[config.mk]
export PLATFORM = sky130hd
export DESIGN_NAME = calc_controller
export DESIGN_NICKNAME = d
export VERILOG_FILES = /design/src/rtl/calc_controller.sv
export SDC_FILE = /design/constraint.sdc
export NUM_CORES = 1
export LEC_CHECK = 0
export ABC_AREA = 1
export BUFFER_PORTS_ARGS = -buffer_cell sky130_fd_sc_hd__buf_2
export CORE_AREA = 2 2 129 144
export DETAILED_ROUTE_END_ITERATION = 8
export DIE_AREA = 0 0 131 146
export PLACE_DENSITY = 0.87
export SKIP_LAST_GASP = 1
export SLEW_MARGIN = 15
export SYNTH_ARGS = -nofsm -noshare
export SYNTH_HDL_FRONTEND = slang
export SYNTH_SLANG_ARGS = --single-unit
[constraint.sdc]
create_clock -name CLK100MHZ -period 7.6 [get_ports CLK100MHZ]
set_input_delay 0.38 -clock CLK100MHZ [delete_from_list [all_inputs] [get_ports CLK100MHZ]]
set_output_delay 0.38 -clock CLK100MHZ [all_outputs]
set_load 0.1 [all_outputs]
[src/rtl/calc_controller.sv]
// Four-function calculator front end: debounced buttons drive a small sequencer
// that collects two signed operands, hands them to a shared ALU and holds the answer.
module calc_controller #(
    parameter int DEBOUNCE_CYCLES = 500000,
    parameter int ALU_TIMEOUT     = 1024
) (
    input  logic        CLK100MHZ,
    input  logic        RST,
    input  logic [15:0] SW,
    input  logic        BTNU,
    input  logic        BTND,
    input  logic        BTNL,
    input  logic        BTNR,
    input  logic        BTNC,
    output logic        alu_start,
    output logic [1:0]  alu_op,
    output logic [15:0] alu_a,
    output logic [15:0] alu_b,
    input  logic        alu_done,
    input  logic [32:0] alu_result,
    output logic [32:0] result,
    output logic [1:0]  disp_sel,
    output logic        busy,
    output logic        error
);

    localparam int DB_W = $clog2(DEBOUNCE_CYCLES + 1);
    localparam int TO_W = $clog2(ALU_TIMEOUT + 1);

    typedef enum logic [2:0] {
        S_IDLE      = 3'd0,
        S_OPERAND_B = 3'd1,
        S_ISSUE     = 3'd2,
        S_WAIT      = 3'd3,
        S_RESULT    = 3'd4,
        S_ERROR     = 3'd5
    } state_t;

    state_t            r_state;
    logic [4:0]        r_sync1;
    logic [4:0]        r_sync2;
    logic [4:0]        r_level;
    logic [4:0]        r_press;
    logic [DB_W-1:0]   r_db_cnt [5];
    logic [TO_W-1:0]   r_wait_cnt;

    logic [4:0]        w_btn_raw;
    logic              w_op_press;
    logic              w_c_press;
    logic              w_any_press;
    logic [1:0]        w_win_op;

    // Bit order doubles as priority: index 0 (U) wins over everything above it.
    assign w_btn_raw = {BTNC, BTNR, BTNL, BTND, BTNU};

    // Synchronise each button, debounce it and emit a one-cycle pulse on an accepted press.
    always_ff @(posedge CLK100MHZ or posedge RST) begin
        if (RST) begin
            r_sync1 <= 5'b00000;
            r_sync2 <= 5'b00000;
            r_level <= 5'b00000;
            r_press <= 5'b00000;
            for (int i = 0; i < 5; i++) begin
                r_db_cnt[i] <= DB_W'(0);
            end
        end else begin
            r_sync1 <= w_btn_raw;
            r_sync2 <= r_sync1;
            for (int i = 0; i < 5; i++) begin
                r_press[i] <= 1'b0;
                if (r_sync2[i] == r_level[i]) begin
                    r_db_cnt[i] <= DB_W'(0);
                end else if (r_db_cnt[i] == DB_W'(DEBOUNCE_CYCLES - 1)) begin
                    r_level[i]  <= r_sync2[i];
                    r_db_cnt[i] <= DB_W'(0);
                    r_press[i]  <= r_sync2[i];
                end else begin
                    r_db_cnt[i] <= r_db_cnt[i] + DB_W'(1);
                end
            end
        end
    end

    // Pick the single highest-priority press for this cycle.
    always_comb begin
        w_op_press  = 1'b0;
        w_c_press   = 1'b0;
        w_win_op    = 2'b00;
        w_any_press = |r_press;
        if (r_press[0]) begin
            w_op_press = 1'b1;
            w_win_op   = 2'b00;
        end else if (r_press[1]) begin
            w_op_press = 1'b1;
            w_win_op   = 2'b01;
        end else if (r_press[2]) begin
            w_op_press = 1'b1;
            w_win_op   = 2'b10;
        end else if (r_press[3]) begin
            w_op_press = 1'b1;
            w_win_op   = 2'b11;
        end else if (r_press[4]) begin
            w_c_press = 1'b1;
        end else begin
            w_op_press = 1'b0;
        end
    end

    // Operation sequencer; every output is a register updated alongside the state.
    always_ff @(posedge CLK100MHZ or posedge RST) begin
        if (RST) begin
            r_state    <= S_IDLE;
            r_wait_cnt <= TO_W'(0);
            alu_start  <= 1'b0;
            alu_op     <= 2'b00;
            alu_a      <= 16'h0000;
            alu_b      <= 16'h0000;
            result     <= 33'h0_0000_0000;
            disp_sel   <= 2'b00;
            busy       <= 1'b0;
            error      <= 1'b0;
        end else begin
            alu_start <= 1'b0;
            case (r_state)
                S_IDLE: begin
                    if (w_op_press) begin
                        alu_a   <= SW;
                        alu_op  <= w_win_op;
                        r_state <= S_OPERAND_B;
                    end else begin
                        r_state <= S_IDLE;
                    end
                end
                S_OPERAND_B: begin
                    if (w_op_press) begin
                        alu_op <= w_win_op;
                    end else if (w_c_press) begin
                        // Divide by zero is refused here so the ALU never sees it.
                        if ((alu_op == 2'b11) && (SW == 16'h0000)) begin
                            error    <= 1'b1;
                            disp_sel <= 2'b10;
                            r_state  <= S_ERROR;
                        end else begin
                            alu_b     <= SW;
                            alu_start <= 1'b1;
                            busy      <= 1'b1;
                            disp_sel  <= 2'b01;
                            r_state   <= S_ISSUE;
                        end
                    end else begin
                        r_state <= S_OPERAND_B;
                    end
                end
                S_ISSUE: begin
                    r_wait_cnt <= TO_W'(0);
                    r_state    <= S_WAIT;
                end
                S_WAIT: begin
                    if (alu_done) begin
                        result  <= alu_result;
                        busy    <= 1'b0;
                        r_state <= S_RESULT;
                    end else if (r_wait_cnt == TO_W'(ALU_TIMEOUT - 1)) begin
                        busy     <= 1'b0;
                        error    <= 1'b1;
                        disp_sel <= 2'b10;
                        r_state  <= S_ERROR;
                    end else begin
                        r_wait_cnt <= r_wait_cnt + TO_W'(1);
                    end
                end
                S_RESULT, S_ERROR: begin
                    if (w_any_press) begin
                        error    <= 1'b0;
                        disp_sel <= 2'b00;
                        r_state  <= S_IDLE;
                    end else begin
                        r_state <= r_state;
                    end
                end
                default: begin
                    busy     <= 1'b0;
                    error    <= 1'b0;
                    disp_sel <= 2'b00;
                    r_state  <= S_IDLE;
                end
            endcase
        end
    end

endmodule

# [Yosys cells after proc, flatten, opt, wreduce, memory -nomap -nowiden]
# Cells that the tools add are included.
[classes] addsub=6 eq_ne=26 mux=68 bitwise=9 reduce_logical=23
[ops] operator="19-bit two-way mux" count=10
[ops] operator="19-bit by 1-bit adder with 19-bit output, second input constant" count=5
[ops] operator="19-bit equality test, second input constant" count=5
[ops] operator="1-bit two-way mux" count=35
[ops] operator="11-bit two-way mux" count=2
[ops] operator="11-bit one-hot mux with 2 select lines" count=1
[ops] operator="2-bit two-way mux" count=10
[ops] operator="3-bit two-way mux" count=6
[ops] operator="16-bit logical NOT" count=1
[ops] operator="2-bit inequality test, second input constant" count=8
[ops] operator="2-bit AND reduction" count=8
[ops] operator="3-bit one-hot mux with 5 select lines" count=1
[ops] operator="11-bit by 1-bit adder with 11-bit output, second input constant" count=1
[ops] operator="11-bit by 10-bit equality test with 1-bit output, second input constant" count=1
[ops] operator="1-bit inverter" count=9
[ops] operator="2-bit one-hot mux with 4 select lines" count=1
[ops] operator="7-bit AND reduction" count=1
[ops] operator="3-bit by 2-bit equality test with 1-bit output, second input constant" count=2
[ops] operator="3-bit equality test, second input constant" count=2
[ops] operator="3-bit AND reduction" count=2
[ops] operator="6-bit AND reduction" count=1
[ops] operator="2-bit OR reduction" count=3
[ops] operator="1-bit equality test" count=5
[ops] operator="5-bit AND reduction" count=1
[ops] operator="11 further kinds" count=11
[totals] register_bits=201 in_bits=57 out_inout_bits=72 elab_cells=155

# [Longest topological paths before layout]
[depth] ltp_word=8 mapped_depth=10 ltp_nobuf=10

# [Worst setup path before layout]
# OpenSTA, ideal clock, no wires.
[synth_path] kind="register to register" from="register alu_op[1]" to="register alu_b[0]" setup_time_ns=0.074 arrival_ns=1.842 t_required_ns=7.526 slack_ns=5.684 stages_incl_launch_ff=10 n_path_buf=1 period_less_slack_ns=1.916 cell_sequence="dfrtp_1 -> inv_1 -> nor2_1 -> nand3_1 -> nor2_1 -> nand2_2 -> nand3b_4 -> buf_6 -> nand2_2 -> o21ai_2"
[synth_between] elab_chain_len=4
[synth_lines] element="from (decl)" line="16" text="output logic [1:0] alu_op,"
[synth_lines] element="from (signal assigned)" line="128" text="alu_op <= w_win_op;"
[synth_lines] element="from (signal assigned)" line="136" text="alu_op <= w_win_op;"
[synth_lines] element="2-bit equality test" line="139" text="if ((alu_op == 2'b11) && (SW == 16'h0000)) begin"
[synth_lines] element="1-bit logical AND" line="139"
[synth_lines] element="1-bit inverter (no source line)"
[synth_lines] element="4-bit AND reduction (no source line)"
[synth_lines] element="to (signal assigned)" line="117" text="alu_b <= 16'h0000;"
[synth_lines] element="to (signal assigned)" line="144" text="alu_b <= SW;"
[synth_lines] element="to (decl)" line="18" text="output logic [15:0] alu_b,"
# Every way passes these cells.
# A chain may end at the register's enable or synchronous reset.

# [Worst setup path after layout]
[layout_path] from="register r_state[2]" to="register result[6]"
[layout_between] elab_chain_len=2
[layout_lines] element="from (decl)" line="39" text="state_t r_state;"
[layout_lines] element="from (signal assigned)" line="178" text="r_state <= r_state;"
[layout_lines] element="3-bit by 2-bit equality test with 1-bit output" line="124" text="case (r_state)"
[layout_lines] element="2-bit AND reduction (no source line)"
[layout_lines] element="to (signal assigned)" line="160" text="result <= alu_result;"
[layout_lines] element="to (decl)" line="21" text="output logic [32:0] result,"
# Every way passes these cells.

==> flow_summary.yaml <==
routing:
  vias: 8788
  drtPass1Iterations: 6
  drt_iter0_markers: 486
  drcViolationCount: 0
  wire_per_inst_um: 14.1
  totalWireLength_um: 23200
  vias_per_cell: 5.33
  postRouteAntennaNets: 0
logic_synthesis:
  syn_inst: 1260
  synth_adder_area_share: 0.00745
  synth_nets: 1323
  synth_cell_types: 41
  ys_seq_area_frac: 0.499
  synthArstFlopShare: 1.00
  synth.area.mux_share: 0
  synthXorXnorAreaFrac: 0.0398
  synth-simple-area-share: 0.349
  synth-seq-cells: 201
  netlist_area_um2: 10100
  ys_warn_count: 0
  synth-compound-area-share: 0.0467
  postSynthAreaPerCell_um2: 8.00
  synth-main-ff-cell: "dfrtp_1"
  synth_edf_count: 0
  synth_top_family_by_area: "simple AND/OR/NAND/NOR gates"
global_route:
  overflow: 0
  grt_max_degree: 132
  track_usage: 0.246
  grt_pass1_vias: 8643
  antenna_found_initial: 0
  grt_pass1_wl_um: 38800
setup_path:
  start_kind: "flop"
  cp_max_fo: 35
  cp.required_ns: 7.97
  cpPeakStageDelay_ns: 0.67
  crit_arrival_ns: 2.57
  endpoint_kind: "flop"
  cpLargestDelayFamily: "simple AND/OR/NAND/NOR gates"
  crit_buf_inv: 2
  worstSetupPathType: "reg2reg"
  path_cells: "inv_2 > nand3_2 > nor2_4 > inv_2 > nand2_1 > nand2_1"
  slowest_stage: "nor2_4"
timing:
  fin_skew_ns: 0.00928
  min_period_ns: 2.19
  maxSlewViolCount: 0
  rsz0062_at_grt: "false"
  fin_crit_sh: 0.289
  fmax_ghz: 0.456
  hold_viol: 0
  relSlewSlack: 0.274
  tightest_slew_ns: 1.09
  fin_setup_tns_ns: 0
  finalSetupViolCount: 0
floorplan:
  dieArea_um2: 19100
  rows: 51
  core_area_um2: 17500
  die_x_um: 131
  ios: 129
  fp.dieH_um: 146
  initial_core_util: 0.575
clock_tree:
  cts_tree: "built"
  insertion_delay_ns: 0.49
  cts-resized-gates: 0
  cts_root_buf: "clkbuf_16"
  post_cts_buffers: 0
  clkTransAtPathRegs_ns: 0.06
  cts-htree-levels: 1
  cts_made_buffers: 20
  cts_buffer_depth: 3
  cts_hold_repair.buffers: 4
  cts.sinks: 201
power:
  leakagePower_nw: 5.55
  clockPowerShare: 0.461
  peakVddDrop_uv: 158
  combPwrFrac: 0.067
  swShare: 0.235
  p_int_mw: 1.78
  seq_power_share: 0.472
  powerDensity_nw_per_um2: 199
  p_sw_mw: 0.549
hold_path:
  min_path_type: "in2async"
placed_design:
  place_hpwl_um: 16500
  dp_cells: 1609
  io_buffers: 128
  gp_congestion: 0.937
final_layout:
  nets: 1461
  drive_gt1_frac: 0.171
  instances_no_fill: 1650
  layout_common_cells: "nand2_1, nor2_1, dfrtp_1, buf_2, inv_1"
  area_growth_pct: 16.1
  n_antenna_cell: 0
  final_common_cell: "nand2_1"
job:
  cap_violations: 0
outcome:
  status: "finished clean"
## through the flow
step / power (mW) / util / setup WS (ns) / hold slack [ns] / area (µm²)
2_1_floorplan: 1.23 / - / 1.74 / 0.331 / 10100
3_3_place_gp: 1.27 / 0.623 / 5.52 / 0.333 / 10900
3_5_place_dp: 1.28 / 0.623 / 5.38 / 0.336 / 10900
4_1_cts: 2.35 / 0.667 / 5.37 / 0.00871 / 11700
5_1_grt: 2.42 / 0.667 / 5.18 / 0.0701 / 11700
6_report: 2.33 / 0.667 / 5.41 / 0.0606 / 11700
## power by group through the flow
| stage | combinational, mW | clock [mW] | sequential (mW) |
|---|---|---|---|
| 6_report | 0.157 | 1.07 | 1.10 |
| 5_1_grt | 0.171 | 1.14 | 1.10 |
| 2_1_floorplan | 0.0478 | 0 | 1.18 |
| 4_1_cts | 0.159 | 1.09 | 1.10 |
| 3_5_place_dp | 0.156 | 0 | 1.12 |
| 3_3_place_gp | 0.153 | 0 | 1.12 |
## sequential cells by signal (all words and copies together), names as in the netlist, 5 cells and up
name / cells
alu_a: 16
alu_b: 16
r_db_cnt: 95
r_level: 5
r_press: 5
r_sync1: 5
r_sync2: 5
r_wait_cnt: 11
result: 33
## cell type report
cell class	count	area [µm²]
inverter	128	489
clock buffer	29	616
sequential	201	5030
timing repair buffer	134	698
multi-input combinational	913	4460
tap	238	298
clock inverter	7	116
fill	1414	5840
## cells in the mapped netlist (all sizes together), types with 9 or more instances
| cell | count | share of area |
|---|---|---|
| nand2 | 363 | 0.14 |
| nor2 | 236 | 0.098 |
| dfrtp | 201 | 0.50 |
| inv | 127 | 0.047 |
| nand3 | 84 | 0.044 |
| o21ai | 53 | 0.032 |
| nand4 | 45 | 0.028 |
| nor3 | 39 | 0.023 |
| xor2 | 37 | 0.033 |
| a21oi | 20 | 0.010 |
| buf | 13 | 0.0088 |
| nand3b | 9 | 0.0092 |
## path summary, 6_finish.rpt
kind                                     start            to  cells after the start  slack (ns)
worst max register to register      r_state[2]     result[6]                      6        5.41
worst max-delay path                r_state[2]     result[6]                      6        5.41
worst min-delay path                       RST  r_db_cnt[55]                      2        0.06
min in group CLK100MHZ          alu_result[11]    result[11]                      3        0.09
max in group asynchronous                  RST  r_db_cnt[66]                      3        6.16
worst min register to register      r_sync1[1]    r_sync2[1]                      0        0.35
## layer usage
layer  vias to the layer above  routed length, µm  global-route usage
met5                         -                  0                   0
met4                         0                609              0.0915
met3                        60               1310              0.0360
met2                       297              11800               0.435
met1                      4143               9490               0.301
li1                       4288                  -                   -
## kinds of logic after synthesis
kind of cell | after synthesis
simple gates | 784
buf+inv | 146
compound gates | 78
fa+ha+maj | 6
xor+xnor | 45
flops | 201
(Power assumes the default switching activity.)
